==> src/rtl/regfile_debug_pkg.sv <==
// regfile_debug_pkg: state encodings, opcodes and register-count constants for regfile_debug
`ifndef REGFILE_DEBUG_PKG_SV
`define REGFILE_DEBUG_PKG_SV
package regfile_debug_pkg;
    localparam int RD_NUM_REGS = 32;
    localparam int RD_ADDR_W = $clog2(RD_NUM_REGS);
    localparam logic RD_OP_DUMP = 1'b0;
    localparam logic RD_OP_LOAD = 1'b1;
    typedef logic [RD_ADDR_W-1:0] rd_addr_t;
    typedef enum logic [2:0] {
        ST_IDLE,
        ST_HALT,
        ST_DUMP_ADDR,
        ST_DUMP_CAP,
        ST_DUMP_TX,
        ST_LOAD_RX,
        ST_LOAD_WR,
        ST_RELEASE
    } rd_state_e;
endpackage
`endif

==> src/rtl/regfile_debug_if.sv <==
// regfile_debug_if: command, halt, regfile and byte-stream signals of regfile_debug
interface regfile_debug_if;
    import regfile_debug_pkg::*;
    logic        cmd_valid;
    logic        cmd_ready;
    logic        cmd_op;
    rd_addr_t    cmd_first;
    rd_addr_t    cmd_count_m1;
    logic        done;
    logic        halt_req;
    logic        halt_ack;
    logic [5:0]  rf_b;
    logic [7:0]  rf_Rb;
    logic        rf_write;
    logic        rf_write_word;
    logic [5:0]  rf_d;
    logic [15:0] rf_Rd;
    logic [7:0]  tx_data;
    logic        tx_valid;
    logic        tx_ready;
    logic [7:0]  rx_data;
    logic        rx_valid;
    logic        rx_ready;
    modport master (
        input  cmd_valid, cmd_op, cmd_first, cmd_count_m1, halt_ack, rf_Rb, tx_ready, rx_data, rx_valid,
        output cmd_ready, done, halt_req, rf_b, rf_write, rf_write_word, rf_d, rf_Rd, tx_data, tx_valid, rx_ready
    );
    modport slave (
        output cmd_valid, cmd_op, cmd_first, cmd_count_m1, halt_ack, rf_Rb, tx_ready, rx_data, rx_valid,
        input  cmd_ready, done, halt_req, rf_b, rf_write, rf_write_word, rf_d, rf_Rd, tx_data, tx_valid, rx_ready
    );
endinterface

==> src/rtl/regfile_debug.sv <==
// regfile_debug: halts the core, then dumps or loads a register range over byte streams.
// The load path exists only when REGFILE_DEBUG_LOAD_EN is defined.
module regfile_debug
    import regfile_debug_pkg::*;
(
    input  logic            clk,
    input  logic            reset,
    regfile_debug_if.master bus
);
    rd_state_e   state_q, state_d;
    rd_addr_t    addr_q, addr_d, rem_q, rem_d, addr_nx;
    logic        op_q, op_d, tx_valid_q, tx_valid_d, done_q, done_d;
    logic [5:0]  rf_b_q, rf_b_d, rf_d_q, rf_d_d;
    logic [7:0]  tx_data_q, tx_data_d;
    logic [15:0] rf_rd_q, rf_rd_d;

    assign addr_nx = addr_q + rd_addr_t'(1);

    always_comb begin
        state_d = state_q;
        addr_d = addr_q;
        rem_d = rem_q;
        op_d = op_q;
        rf_b_d = rf_b_q;
        tx_data_d = tx_data_q;
        tx_valid_d = tx_valid_q;
        done_d = 1'b0;
        rf_d_d = rf_d_q;
        rf_rd_d = rf_rd_q;
        case (state_q)
            ST_IDLE: if (bus.cmd_valid) begin
                addr_d = bus.cmd_first;
                rem_d = bus.cmd_count_m1;
                op_d = bus.cmd_op;
                state_d = ST_HALT;
            end
            ST_HALT: if (bus.halt_ack) begin
                // rf_b moves only once the core has handed over the regfile ports
                rf_b_d = op_q == RD_OP_DUMP ? {1'b0, addr_q} : rf_b_q;
`ifdef REGFILE_DEBUG_LOAD_EN
                state_d = op_q == RD_OP_LOAD ? ST_LOAD_RX : ST_DUMP_ADDR;
`else
                state_d = op_q == RD_OP_DUMP ? ST_DUMP_ADDR : ST_RELEASE;
`endif
            end
            ST_DUMP_ADDR: state_d = ST_DUMP_CAP;
            ST_DUMP_CAP: begin
                tx_data_d = bus.rf_Rb;
                tx_valid_d = 1'b1;
                state_d = ST_DUMP_TX;
            end
            ST_DUMP_TX: if (bus.tx_ready) begin
                tx_valid_d = 1'b0;
                state_d = rem_q == '0 ? ST_RELEASE : ST_DUMP_ADDR;
                addr_d = rem_q == '0 ? addr_q : addr_nx;
                rem_d = rem_q == '0 ? rem_q : rem_q - rd_addr_t'(1);
                rf_b_d = rem_q == '0 ? rf_b_q : {1'b0, addr_nx};
            end
`ifdef REGFILE_DEBUG_LOAD_EN
            ST_LOAD_RX: if (bus.rx_valid) begin
                rf_d_d = {1'b0, addr_q};
                rf_rd_d = {8'h00, bus.rx_data};
                state_d = ST_LOAD_WR;
            end
            ST_LOAD_WR: begin
                state_d = rem_q == '0 ? ST_RELEASE : ST_LOAD_RX;
                addr_d = rem_q == '0 ? addr_q : addr_nx;
                rem_d = rem_q == '0 ? rem_q : rem_q - rd_addr_t'(1);
            end
`endif
            ST_RELEASE: if (!bus.halt_ack) begin
                done_d = 1'b1;
                state_d = ST_IDLE;
            end
            default: state_d = ST_IDLE;
        endcase
    end

    always_ff @(posedge clk) begin
        if (reset) begin
            state_q <= ST_IDLE;
            addr_q <= '0;
            rem_q <= '0;
            op_q <= 1'b0;
            rf_b_q <= '0;
            tx_data_q <= '0;
            tx_valid_q <= 1'b0;
            done_q <= 1'b0;
            rf_d_q <= '0;
            rf_rd_q <= '0;
        end else begin
            state_q <= state_d;
            addr_q <= addr_d;
            rem_q <= rem_d;
            op_q <= op_d;
            rf_b_q <= rf_b_d;
            tx_data_q <= tx_data_d;
            tx_valid_q <= tx_valid_d;
            done_q <= done_d;
            rf_d_q <= rf_d_d;
            rf_rd_q <= rf_rd_d;
        end
    end

    assign bus.cmd_ready = state_q == ST_IDLE;
    assign bus.halt_req = !(state_q inside {ST_IDLE, ST_RELEASE});
    assign bus.done = done_q;
    assign bus.rf_b = rf_b_q;
    assign bus.tx_data = tx_data_q;
    assign bus.tx_valid = tx_valid_q;
    assign bus.rf_d = rf_d_q;
    assign bus.rf_Rd = rf_rd_q;
    assign bus.rf_write_word = 1'b0;
`ifdef REGFILE_DEBUG_LOAD_EN
    assign bus.rx_ready = state_q == ST_LOAD_RX;
    assign bus.rf_write = state_q == ST_LOAD_WR && bus.halt_ack;
`else
    logic unused_rx;
    assign unused_rx = ^{bus.rx_data, bus.rx_valid};
    assign bus.rx_ready = 1'b0;
    assign bus.rf_write = 1'b0;
`endif
endmodule

==> src/flat_wrapper.sv <==
// flat-port wrapper written by rule: the top's interface ports become plain ports
module regfile_debug_flat import regfile_debug_pkg::*;
  (clk, reset, bus_cmd_valid, bus_cmd_op, bus_cmd_first, bus_cmd_count_m1, bus_halt_ack, bus_rf_Rb, bus_tx_ready, bus_rx_data, bus_rx_valid, bus_cmd_ready, bus_done, bus_halt_req, bus_rf_b, bus_rf_write, bus_rf_write_word, bus_rf_d, bus_rf_Rd, bus_tx_data, bus_tx_valid, bus_rx_ready);
  regfile_debug_if bus_i ();
  input  logic clk;
  input  logic reset;
  input wire logic [$bits(bus_i.cmd_valid)-1:0] bus_cmd_valid;
  input wire logic [$bits(bus_i.cmd_op)-1:0] bus_cmd_op;
  input wire logic [$bits(bus_i.cmd_first)-1:0] bus_cmd_first;
  input wire logic [$bits(bus_i.cmd_count_m1)-1:0] bus_cmd_count_m1;
  input wire logic [$bits(bus_i.halt_ack)-1:0] bus_halt_ack;
  input wire logic [$bits(bus_i.rf_Rb)-1:0] bus_rf_Rb;
  input wire logic [$bits(bus_i.tx_ready)-1:0] bus_tx_ready;
  input wire logic [$bits(bus_i.rx_data)-1:0] bus_rx_data;
  input wire logic [$bits(bus_i.rx_valid)-1:0] bus_rx_valid;
  output wire logic [$bits(bus_i.cmd_ready)-1:0] bus_cmd_ready;
  output wire logic [$bits(bus_i.done)-1:0] bus_done;
  output wire logic [$bits(bus_i.halt_req)-1:0] bus_halt_req;
  output wire logic [$bits(bus_i.rf_b)-1:0] bus_rf_b;
  output wire logic [$bits(bus_i.rf_write)-1:0] bus_rf_write;
  output wire logic [$bits(bus_i.rf_write_word)-1:0] bus_rf_write_word;
  output wire logic [$bits(bus_i.rf_d)-1:0] bus_rf_d;
  output wire logic [$bits(bus_i.rf_Rd)-1:0] bus_rf_Rd;
  output wire logic [$bits(bus_i.tx_data)-1:0] bus_tx_data;
  output wire logic [$bits(bus_i.tx_valid)-1:0] bus_tx_valid;
  output wire logic [$bits(bus_i.rx_ready)-1:0] bus_rx_ready;
  assign bus_i.cmd_valid = bus_cmd_valid;
  assign bus_i.cmd_op = bus_cmd_op;
  assign bus_i.cmd_first = bus_cmd_first;
  assign bus_i.cmd_count_m1 = bus_cmd_count_m1;
  assign bus_i.halt_ack = bus_halt_ack;
  assign bus_i.rf_Rb = bus_rf_Rb;
  assign bus_i.tx_ready = bus_tx_ready;
  assign bus_i.rx_data = bus_rx_data;
  assign bus_i.rx_valid = bus_rx_valid;
  assign bus_cmd_ready = bus_i.cmd_ready;
  assign bus_done = bus_i.done;
  assign bus_halt_req = bus_i.halt_req;
  assign bus_rf_b = bus_i.rf_b;
  assign bus_rf_write = bus_i.rf_write;
  assign bus_rf_write_word = bus_i.rf_write_word;
  assign bus_rf_d = bus_i.rf_d;
  assign bus_rf_Rd = bus_i.rf_Rd;
  assign bus_tx_data = bus_i.tx_data;
  assign bus_tx_valid = bus_i.tx_valid;
  assign bus_rx_ready = bus_i.rx_ready;
  regfile_debug u_core (.clk(clk), .reset(reset), .bus(bus_i));
endmodule
==> config.mk <==
export PLATFORM = sky130hd
export DESIGN_NAME = regfile_debug_flat
export DESIGN_NICKNAME = d
export VERILOG_FILES = /design/src/rtl/regfile_debug_pkg.sv /design/src/rtl/regfile_debug_if.sv /design/src/rtl/regfile_debug.sv /design/src/flat_wrapper.sv
export SDC_FILE = /design/constraint.sdc
export NUM_CORES = 1
export LEC_CHECK = 0
export ABC_AREA = 1
export ABC_CLOCK_PERIOD_IN_PS = 1400
export CAP_MARGIN = 10
export CORE_ASPECT_RATIO = 2
export CORE_MARGIN = 5
export CORE_UTILIZATION = 38
export CTS_CLUSTER_DIAMETER = 40
export DETAILED_ROUTE_END_ITERATION = 7
export PLACE_DENSITY_LB_ADDON = 0.2
export SETUP_SLACK_MARGIN = 0.15
export SYNTH_ARGS = -nofsm -noshare
export SYNTH_HDL_FRONTEND = slang
export SYNTH_SLANG_ARGS = --single-unit
==> constraint.sdc <==
create_clock -name clk -period 1.4 [get_ports clk]
set_clock_uncertainty 0.05 [all_clocks]
set_input_delay 0.14 -clock clk [delete_from_list [all_inputs] [get_ports clk]]
set_output_delay 0.14 -clock clk [all_outputs]
set_load 0.01 [all_outputs]
==> metrics.txt <==
Synth Register Bits=29; asr flop ratio synth=0; final hold violation count=0; Max Clock Freq=about 710 MHz; number of global-route vias before repair=between 1.5k and 2k; Worst EP required=~1.5 ns; Port Buffer Count=40; cell taking the most area after synthesis=dfxtp_1; post-layout util=0.571; FP Rows=35; total CTS buffers=5; H-tree Lvls=2; DP HPWL=roughly 3.2 mm; fillers=440; failing checks=setup timing; CTS tree=yes; DRC violations left=0; PnR worst setup slack=-0.00774 ns; Sink Count=29; CP Buf/Inv Count=3; vias=~1.8k; die area=~0.0062 sq mm; initial antenna violation count=0; num ports=76; type of the worst min-delay path=reg -> reg; Yosys cell types=24; main flop type after synthesis=dfxtp_1; Slew Limit Fails=0; CTS clock-pin slew for the worst setup and hold paths=0.07 ns; Pleak=approximately 1.3 nW; DRT iter0 DRCs=14; Routed WL=around 4.6 mm; Vias/cell=between 4 and 5; outcome=finished with violations; Total GRT Usage=0.146; Critical Path Sink Type=flop; Post-Syn Instances=between 200 and 300; Commonest cells post-synth=nand2_1 (61), nor2_1 (50), dfxtp_1 (29); pwr/cell area=between 1500 and 2000 mW/mm^2; root buffer selected by CTS=clkbuf_8; grt ovf=0; ANT cells=0; Synth-to-Final Area Change=48.0%; syn avg cell area=~6.6 sq um; GPL Wtd Cong=between 0.8 and 0.9; Max Cap Viol=0; share of layout cells above drive strength 1=0.269; cell area after synthesis=between 0.0015 and 0.002 sq mm; # nets final=roughly 370; TNS Setup=-0.00774 ns; final setup vio count=1; initial core utilization=0.386; Crit Path Category=reg -> reg; pin count of the biggest net entering global routing=21; first-pass GRT wire length=between 6 and 7 mm; Die H=approximately 110 um; post-synth top area share=0.330; CP Cell Sequence=nor2_4 -> buf_6 -> buf_6 -> nand3b_1 -> nand2_2 -> nor2_4 -> nand2_2 -> nand2_1 -> nand2_1 -> inv_1; EDFF count, synth=0; Critical Path Fanout Max=6; Critical Path Slowest Stage Cell=dfxtp_4; Crit path largest cell delay=~0.38 ns; DIE WIDTH=just under 60 um; yosys synthesis warning count=0; Max clock buf depth=2; DRT Pass-1 Iters=4; RSZ-0062 raised after global routing=true; Core Area=approximately 0.0046 sq mm; Critical Path Source Type=flop; fin crit share=1.01; dominant cells by area after synthesis=dfxtp_1 (33%), nand2_1 (13%), buf_4 (12%); Final ANT Viol Nets=0; Final min period=approximately 1.4 ns; WL/cell=about 12 um; clk_lat worst skew=between 0.2 and 0.3 ns; Critical Path AT=1.54 ns; Top delay family on crit path=simple AND/OR/NAND/NOR gates; maximum VDD drop=about 1.2 mV; CTS Hold Bufs=0; top-count cell post-synth=nand2_1; register area share after synthesis=0.330
-- cell type report --
class	count	area [sq um]	share of cell area
clock buffers	7	119	0.0457
clock inverters	1	5.00	0.00192
well taps	55	68.8	0.0265
repair buffers	65	599	0.230
flip-flops and latches	29	596	0.229
inverters	30	126	0.0486
multi-input cells	203	1090	0.418
-- cell families after synthesis --
kind of cell               synth area share
other                               0.00213
DFF                                   0.330
and+or+nand+nor                       0.348
adders and majority gates            0.0142
AOI/OAI and AO/OA                     0.100
buffers and inverters                 0.205
-- tightest hold or removal path: cells and delay by family (launching register included) --
| family | cells | cell delay (ns) |
|---|---|---|
| AO/OA/AOI/OAI | 1 | 0.05 |
| flip-flops | 1 | 0.31 |
| AND/OR/NAND/NOR | 1 | 0.06 |
-- where the power goes --
part / internal, W / total (W) / leakage [nW] / switching (W)
logic: 0.00114 / 0.00260 / 0.973 / 0.00146
clock network: 0.000563 / 0.000899 / 0.0645 / 0.000336
registers: 0.00106 / 0.00124 / 0.240 / 0.000179
-- path summary, 6_finish.rpt --
kind	startpoint	endpoint	slack (ns)	depth (start not counted)
hold / removal	u_core.rem_q[4]	u_core.rem_q[4]	0.41	2
setup / recovery	u_core.state_q[0]	u_core.state_q[1]	-0.008	10
hold reg to reg	u_core.rem_q[4]	u_core.rem_q[4]	0.41	2
setup reg to reg	u_core.state_q[0]	u_core.state_q[1]	-0.008	10
-- state kept, by name (all words and copies together) (netlist names) --
| signal | cells |
|---|---|
| u_core.bus.tx_data | 8 |
| u_core.op_q | 1 |
| u_core.bus.tx_valid | 1 |
| u_core.bus.done | 1 |
| u_core.state_q | 3 |
| u_core.addr_q | 5 |
| u_core.rem_q | 5 |
| u_core.bus.rf_b | 5 |
-- timing repair --
action / 4_1_cts / 5_1_grt
gates cloned: 2 / 0
setup buffers: 6 / 5
resized for setup: 47 / 33
pin swaps: 9 / 15
endpoints found under the setup margin: 43 / 30
-- metal layers --
layer / wire length [um] / vias up / global-route usage / share of wire
met5: 0 / - / 0 / 0
met4: 142 / 0 / 0.0730 / 0.031
met3: 339 / 13 / 0.0437 / 0.073
met2: 2630 / 58 / 0.288 / 0.57
met1: 1510 / 787 / 0.124 / 0.33
li1: - / 909 / - / -
-- metrics by stage --
step | std cells | worst slack [ns] | cell area, sq um | power [W] | hold slack [ns]
2_1_floorplan | 293 | 0.113 | 1880 | 0.00263 | 0.167
3_3_place_gp | 369 | -0.0823 | 2210 | 0.00322 | 0.396
3_5_place_dp | 369 | -0.101 | 2210 | 0.00325 | 0.402
4_1_cts | 385 | 0.0388 | 2450 | 0.00438 | 0.413
5_1_grt | 390 | -0.0619 | 2600 | 0.00511 | 0.425
6_report | 390 | -0.00774 | 2600 | 0.00474 | 0.410
-- layout by cell type, fill, tap and decap left out --
cell type	Yosys	routed
nand2_1	61	54
nor2_1	50	40
conb_1	1	26
clkdlybuf4s50_1	0	23
dfxtp_1	29	23
inv_1	27	20
o21ai_0	22	19
buf_4	27	16
dlygate4sd2_1	0	15
nand3_1	14	10
buf_6	3	10
nand2_2	3	7
a21oi_1	9	7
nor2_2	1	7
nand2_4	4	6
nor2_4	2	6
inv_2	3	5
clkbuf_8	0	5
inv_4	0	4
o21ai_1	1	4
nand2_8	0	3
nand3_2	0	3
dfxtp_2	0	3
dfxtp_4	0	3
a21oi_2	0	2
nand4_1	2	2
clkbuf_16	0	2
clkinvlp_4	0	1
o21ai_4	1	1
or2_2	1	1
nor4_1	1	1
nand3b_1	1	1
nand3_4	0	1
ha_2	0	1
ha_4	0	1
clkinv_2	0	1
buf_2	0	1
Power figures use the tool's default switching activity.
